$ cat src/rtl/alu_pkg.sv
// rtl/alu_pkg.sv - opcodes, FSM encoding and flag bit positions for the ALU operand stage
package alu_pkg;

  localparam logic [2:0] OP_LDA  = 3'd0;
  localparam logic [2:0] OP_LDB  = 3'd1;
  localparam logic [2:0] OP_ADD  = 3'd2;
  localparam logic [2:0] OP_SUB  = 3'd3;
  localparam logic [2:0] OP_ADDI = 3'd4;
  localparam logic [2:0] OP_SUBI = 3'd5;
  localparam logic [2:0] OP_CMP  = 3'd6;
  localparam logic [2:0] OP_CLR  = 3'd7;

  typedef enum logic [1:0] {
    ST_IDLE = 2'd0,
    ST_EXEC = 2'd1,
    ST_WB   = 2'd2
  } state_t;

  localparam int FLG_C = 0;
  localparam int FLG_Z = 1;
  localparam int FLG_N = 2;
  localparam int FLG_V = 3;

endpackage

$ cat src/rtl/add_8bit.sv
// rtl/add_8bit.sv - 8-bit add/sub datapath; sel=1 computes a + ~b + 1
module add_8bit (
  input  logic [7:0] a,
  input  logic [7:0] b,
  input  logic       sel,
  output logic [7:0] z,
  output logic       cout
);

  logic [7:0] b_eff;

  always_comb begin
    b_eff     = b ^ {8{sel}};
    {cout, z} = {1'b0, a} + {1'b0, b_eff} + {8'd0, sel};
  end

endmodule

$ cat src/rtl/alu_operand_stage.sv
// rtl/alu_operand_stage.sv - A/B registers and 3-cycle command sequencer around add_8bit
// Define ALU_OVERFLOW_FLAG_EN to build the signed-overflow flag V (flags[3]).
module alu_operand_stage
  import alu_pkg::*;
(
  input  logic       clk,
  input  logic       rst,
  input  logic       cmd_valid,
  output logic       cmd_ready,
  input  logic [2:0] cmd_op,
  input  logic [7:0] cmd_data,
  output logic       res_valid,
  output logic [7:0] acc,
  output logic [3:0] flags
);

  state_t     state_q, state_d;
  logic [2:0] op_q, op_d;
  logic [7:0] data_q, data_d;
  logic [7:0] a_q, a_d;
  logic [7:0] b_q, b_d;
  logic       c_q, c_d;
  logic       z_q, z_d;
  logic       n_q, n_d;
  logic       cmd_ready_q, cmd_ready_d;
  logic       res_valid_q, res_valid_d;

  logic [7:0] add_b;
  logic       add_sel;
  logic [7:0] add_z;
  logic       add_cout;

  // Operands come only from registers, so the adder output is stable through EXEC and WB.
  always_comb begin
    add_b   = ((op_q == OP_ADDI) || (op_q == OP_SUBI)) ? data_q : b_q;
    add_sel = (op_q == OP_SUB) || (op_q == OP_SUBI) || (op_q == OP_CMP);
  end

  add_8bit u_add (
    .a    (a_q),
    .b    (add_b),
    .sel  (add_sel),
    .z    (add_z),
    .cout (add_cout)
  );

`ifdef ALU_OVERFLOW_FLAG_EN
  logic       v_q, v_d;
  logic [7:0] b_eff;

  always_comb begin
    b_eff = add_b ^ {8{add_sel}};
    v_d   = v_q;
    if (state_q == ST_WB) begin
      if (op_q == OP_CLR) begin
        v_d = 1'b0;
      end else if ((op_q != OP_LDA) && (op_q != OP_LDB)) begin
        v_d = (a_q[7] == b_eff[7]) && (add_z[7] != a_q[7]);
      end
    end
  end

  always_ff @(posedge clk or posedge rst) begin
    if (rst) begin
      v_q <= 1'b0;
    end else begin
      v_q <= v_d;
    end
  end
`else
  logic v_q;
  assign v_q = 1'b0;
`endif

  always_comb begin
    state_d = state_q;
    op_d    = op_q;
    data_d  = data_q;
    a_d     = a_q;
    b_d     = b_q;
    c_d     = c_q;
    z_d     = z_q;
    n_d     = n_q;
    case (state_q)
      ST_IDLE: begin
        if (cmd_valid && cmd_ready_q) begin
          op_d    = cmd_op;
          data_d  = cmd_data;
          state_d = ST_EXEC;
        end
      end
      ST_EXEC: state_d = ST_WB;
      ST_WB: begin
        state_d = ST_IDLE;
        case (op_q)
          OP_LDA: a_d = data_q;
          OP_LDB: b_d = data_q;
          OP_CLR: begin
            a_d = 8'd0;
            b_d = 8'd0;
            c_d = 1'b0;
            z_d = 1'b0;
            n_d = 1'b0;
          end
          default: begin
            if (op_q != OP_CMP) begin
              a_d = add_z;
            end
            c_d = add_cout;
            z_d = (add_z == 8'd0);
            n_d = add_z[7];
          end
        endcase
      end
      default: state_d = ST_IDLE;
    endcase
    cmd_ready_d = (state_d == ST_IDLE);
    res_valid_d = (state_d == ST_WB);
  end

  always_ff @(posedge clk or posedge rst) begin
    if (rst) begin
      state_q     <= ST_IDLE;
      op_q        <= OP_LDA;
      data_q      <= 8'd0;
      a_q         <= 8'd0;
      b_q         <= 8'd0;
      c_q         <= 1'b0;
      z_q         <= 1'b0;
      n_q         <= 1'b0;
      cmd_ready_q <= 1'b1;
      res_valid_q <= 1'b0;
    end else begin
      state_q     <= state_d;
      op_q        <= op_d;
      data_q      <= data_d;
      a_q         <= a_d;
      b_q         <= b_d;
      c_q         <= c_d;
      z_q         <= z_d;
      n_q         <= n_d;
      cmd_ready_q <= cmd_ready_d;
      res_valid_q <= res_valid_d;
    end
  end

  always_comb begin
    flags        = 4'd0;
    flags[FLG_C] = c_q;
    flags[FLG_Z] = z_q;
    flags[FLG_N] = n_q;
    flags[FLG_V] = v_q;
  end

  assign cmd_ready = cmd_ready_q;
  assign res_valid = res_valid_q;
  assign acc       = a_q;

endmodule

$ cat config.mk
export PLATFORM = sky130hd
export DESIGN_NAME = alu_operand_stage
export DESIGN_NICKNAME = d
export VERILOG_FILES = /design/src/rtl/alu_pkg.sv /design/src/rtl/add_8bit.sv /design/src/rtl/alu_operand_stage.sv
export SDC_FILE = /design/constraint.sdc
export NUM_CORES = 1
export LEC_CHECK = 0
export CELL_PAD_IN_SITES_DETAIL_PLACEMENT = 1
export CELL_PAD_IN_SITES_GLOBAL_PLACEMENT = 2
export CORE_UTILIZATION = 34
export DETAILED_ROUTE_END_ITERATION = 10
export PLACE_DENSITY_LB_ADDON = 0.1
export SYNTH_ARGS = -nofsm -noshare
export SYNTH_HDL_FRONTEND = slang
export SYNTH_SLANG_ARGS = --single-unit
$ cat constraint.sdc
create_clock -name clk -period 3.64 [get_ports clk]
set_clock_uncertainty 0.1 [all_clocks]
set_input_delay 0.728 -clock clk [delete_from_list [all_inputs] [get_ports clk]]
set_output_delay 0.728 -clock clk [all_outputs]
set_load 0.05 [all_outputs]
After elaboration in Yosys (flattened, before gate mapping) --
Cells that the tools add are included.
Operators by class: reduce and logical (&&, ||, !) cells 15, multiplexer cells 9, add/sub/neg operators 2, bitwise logic cells 3, equal/unequal tests 10
Operator list (count):
- 8-bit one-hot mux with 3 select lines | 1
- 8-bit 2-to-1 mux | 2
- 8-bit one-hot mux with 2 select lines | 1
- 3-bit == test (second input constant) | 4
- 8-bit by 8-bit adder with 9-bit output | 1
- 9-bit by 1-bit adder with 9-bit output | 1
- 8-bit logical NOT | 1
- 8-bit bitwise XOR | 1
- 1-bit one-hot mux with 2 select lines | 3
- 2-bit AND reduction | 3
- 2-bit == test (second input constant) | 2
- 2-bit logical NOT | 2
- 2-bit one-hot mux with 2 select lines | 1
- 3-bit by 1-bit == test with 1-bit output (second input constant) | 1
- 3-bit by 2-bit == test with 1-bit output (second input constant) | 1
- 3-bit logical NOT | 1
- 1-bit logical OR | 3
- 3-bit inequality test (second input constant) | 1
- 3-bit AND reduction | 1
- 3-bit nonzero test | 1
- 2-bit by 1-bit == test with 1-bit output (second input constant) | 1
- 2-bit 2-to-1 mux | 1
- 1-bit inverter | 2
- 2-bit nonzero test | 1
- other kinds (2) | 2
Storage, ports and cells: bits of input ports 14, flip-flop bits (word level) 34, logic and storage cells 49

Logic depth before layout (Yosys ltp) --
Gate-level depths: netlist of run 1.
depth in word-level cells 8, depth in mapped cells 14, gate-level depth less buffers 13

By module --
From an unflattened synthesis of run 1, not the netlist that was laid out.
Second synthesis, totals: cells, all modules 210, area total of the unflattened synthesis 2042.0 µm²
Modules (own cells, without submodules):
- alu_operand_stage | times used 1, area an instance 1644.1 µm², cells each 162
- add_8bit | times used 1, area an instance 397.9 µm², cells each 48

Least setup slack after synthesis of run 1 --
Ideal clock, no wire load.
kind reg-to-reg, start point reg op_q[1], end point reg a_q[5] (netlist: acc[5]), arrival time 2.906 ns, stages on the path, launching flop included 14, buffers on the path 1, setup slack 0.495 ns, cells stage by stage dfrtp_1 -> and2b_4 -> clkbuf_1 -> nand2_1 -> o21ai_0 -> a211oi_1 -> a211oi_1 -> ha_1 -> a21o_1 -> nand2b_1 -> or4_1 -> a21o_1 -> a32oi_1 -> o21ai_1
On the way: cells in the longest elaborated chain, start to end 8
Ends and longest elaborated chain:
- from (decl) | line alu_operand_stage.sv:18 | logic [2:0] op_q, op_d;
- from (signal assigned) | line alu_operand_stage.sv:135 | op_q <= op_d;
- 3-bit == test, or another cell as far along | line alu_operand_stage.sv:35 | add_b = ((op_q == OP_ADDI) || (op_q == OP_SUBI)) ? data_q : b_q;
- 1-bit logical OR (on tied branches) | line alu_operand_stage.sv:35, alu_operand_stage.sv:36
- 8-bit 2-to-1 mux / 1-bit logical OR (equally long branches) | line alu_operand_stage.sv:35, alu_operand_stage.sv:36
- 8-bit bitwise XOR | line add_8bit.sv:13 | b_eff = b ^ {8{sel}};
- 8-bit by 8-bit adder with 9-bit output | line add_8bit.sv:14 | {cout, z} = {1'b0, a} + {1'b0, b_eff} + {8'd0, sel};
- 9-bit by 1-bit adder with 9-bit output | line add_8bit.sv:14
- 8-bit 2-to-1 mux | line alu_operand_stage.sv:106 | if (op_q != OP_CMP) begin
- 8-bit one-hot mux with 3 select lines | line alu_operand_stage.sv:95 | case (op_q)
- to (signal assigned) | line alu_operand_stage.sv:126 | a_q <= 8'd0;
- to (signal assigned) | line alu_operand_stage.sv:137 | a_q <= a_d;
- to (decl) | line alu_operand_stage.sv:20 | logic [7:0] a_q, a_d;
Parallel ways exist; a longest one is shown, timed or not. The select of a mux whose other input is x is not followed. A chain may end at the register's enable or synchronous reset.

Worst setup path in the final report of run 1 --
Ends and elaborated chain as after synthesis.

==> metrics.txt, run 1 <==
die width=about 82 µm; relative slew slack=55.3%; Hold Crit Class=flop to flop; FF+latch count, synth=33; Unique masters post-synth=52; Compound-Gate Fraction of Synth Area=25.5%; syn_nets=approximately 280; crit path launch type=flop; Pre-Repair DR Iteration Count=4; CP Capture Type=flop; Util after Layout=43.8%; RSZ-0062 raised after global routing=false; MaxCap Viol Count=0; average size of a mapped cell=a little under 9 µm²; Yosys Warn Count=0; GRT Util Overall=20.3%; antenna-violating nets left=0; Die ar.=0.00673 mm²; via count=1930; sequential area share after synthesis=between 30 and 40%; Worst path max stage delay=510 ps; Area growth, synth to finish=21.9%; pin count of the biggest net entering global routing=34; status=completed; DRC marker count from the first detailed-route iteration=38; Worst Slack Setup Final=319 ps; Worst Path Max Fanout=16; CTS Root Cell=clkbuf_8; clock buffer count from CTS=5; deepest clock path buffer count=2; Critical Path RT=3720 ps; share of post-route cells with drive strength above 1=12.5%; ys flop type=dfrtp_1; largest family of logic cells by synthesized area=compound AO/OA/AOI/OAI gates; fill count=725; CTS tree=built; WP buf/inv=0; Post-synth EDFFs=0; Final Max Slew Viols=0; post-synthesis simple-gate area fraction=18.3%; Routed WL=6180 µm; Die Y=82.1 µm; # H-tree levels=2; final worst-path cycle share=between 90% and 100%; # DRC=0; FFs w/ async S/R, synth=100%; initial antenna violation count=0; first-pass GRT wire length=10100 µm; Worst Path Arrival=3400 ps; fin nets=between 300 and 400; post-synthesis mux area share=under 10%; Fin Hold WS=about 400 ps; Syn Inst Count=251; core area=0.00606 mm²; Setup CP Type=flop to flop; setup TNS=0 ps; GR Overflow Total=0; pre-CTS setup slack=~210 ps; Final setup viols=0; Worst Tran Pin Value=667 ps; DP Wirelength=~4500 µm; critical-path cell list=and2b_4, nand2_1, o21ai_0, a211oi_1, a211oi_1, ha_1, a21o_1, nand2b_1, or4_1, a21o_1, a32oi_1, o21ai_1; diode count=0; R2R Setup Slk=320 ps; I/O Pins=28; Vias/cell=approximately 5.4; starting density of the core=36.0%; Crit path max-delay family=compound AO/OA/AOI/OAI gates; CTS sink count=33; number of global-route vias before repair=1896; Hold Fails Final Rpt=0; DR WL/cell=17.4 µm; critical path's slowest cell=dfrtp_2; Worst-path clk slew=approximately 80 ps; row count=28; adder-cell share of the synthesized area=6.08%; gpl congestion=about 0.83; Tmin final=between 3000 and 4000 ps; xor/xnor share of the synthesized area=2.01%; Post-Syn Area=0.00218 mm²; number of port buffers=26; Fmax achieved=roughly 300 MHz; clk_lat worst skew=between 200 and 300 ps
-- final timing paths --
path | startpoint | endpoint | cells past startpoint
max in group asynchronous | rst | cmd_ready | 3
min in group asynchronous | rst | b_q[5] | 3
worst max-delay path | op_q[1] | acc[5] | 12
worst max register to register | op_q[1] | acc[5] | 12
worst min register to register | n_q | n_q | 2
worst min-delay path | n_q | n_q | 2
-- flip-flops by register name (all words and copies together) (netlist names) --
name and cells:
n_q 1, c_q 1, z_q 1, res_valid 1, acc 8, op_q 3
state_q 1, b_q 8, data_q 8, cmd_ready 1
-- layer usage --
metal  track usage (%)  routed length (µm)  vias up
met1              29.3                3170      945
met4              4.21                  42        0
met2              31.7                2840       22
li1                  -                   -      959
met3              3.33                 130        4
met5                 0                   0        -
-- through the flow --
step / std cells / area, µm²
after CTS: 354 / 2640
after global routing: 355 / 2660
final: 355 / 2660
after floorplan: 251 / 2180
after detailed placement: 346 / 2530
after global placement: 346 / 2530
-- synthesized netlist by cell type (2+ instances only) --
cell      instances  share of area (%)
o211ai_1          2               0.69
ha_1              9                5.2
nand2b_1          4                1.1
nand3_1           3               0.69
a32oi_1           3                1.2
nand2_1          41                7.1
o31ai_1           2               0.69
nor2_1           14                2.4
o21ai_1           2               0.46
a22o_1            5                2.0
buf_4             5                1.7
o21ai_0          24                5.5
dfrtp_1          32                 37
nor3_1            7                1.6
xor2_1            2               0.80
a31oi_1           2               0.57
mux2_2            8                4.1
a211oi_1         11                3.8
nor2b_1           5                1.4
o22ai_1           2               0.57
a21oi_1          15                3.4
o21a_1            2               0.69
a21o_1            2               0.69
xnor2_1           3                1.2
inv_1             8                1.4
or4_1             2               0.69
a22oi_1           3                1.0
clkbuf_1          9                1.5
-- worst min-delay path: stages (launching register included) --
cell and delay [ps]:
dfrtp_1 350, nand2_1 50, o21ai_0 60
-- what timing repair did --
item | CTS | global route
hold buffers | 0 | 0
gates resized for setup | 0 | 2
setup endpoints to repair | 0 | 4
buffers inserted | 0 | 1
-- cells in the final DEF (no fill, tap or decap), drive strengths merged, types with 2 or more instances in the layout --
cell,instances
a32o,2
o22ai,2
nor2b,6
clkbuf,7
inv,8
nand2,41
a21o,2
a32oi,3
xor2,2
xnor2,3
a221oi,2
a31oi,2
a22o,5
o31ai,2
a22oi,3
or3,2
o21a,2
dfrtp,32
o211ai,2
nor3,7
a211oi,11
or4,2
buf,11
ha,9
nor2,14
nand2b,4
mux2,8
nand3,3
clkdlybuf4s50,26
a21oi,15
o21ai,26
-- final cells by class --
cell class	count	area, µm²	area share [%]
Clock buffer	7	86.3	3.25
Clock inverter	1	30.0	1.13
Inverter	8	30.0	1.13
Multi-Input combinational cell	194	1240	46.9
Sequential cell	33	828	31.2
Tap cell	75	93.8	3.53
Timing Repair Buffer	37	343	12.9
-- cells by family after synthesis --
group           Yosys count
other cells               1
compound gates           84
simple gates             85
flops                    33
fa+ha+maj                10
xor+xnor                  5
mux                       9
buf+inv                  24
Power of run 1 is left out: the tool's default activity adds up to more than one toggle a clock period on the data nets, which glitch-free logic cannot reach.
==> run 2, diff against run 1 <==
- SLEW_MARGIN: unset -> 15
==> results of run 2 <==
Final layout, timing and power as in run 1 (identical DEF).
Power of run 2 is left out for the same reason.
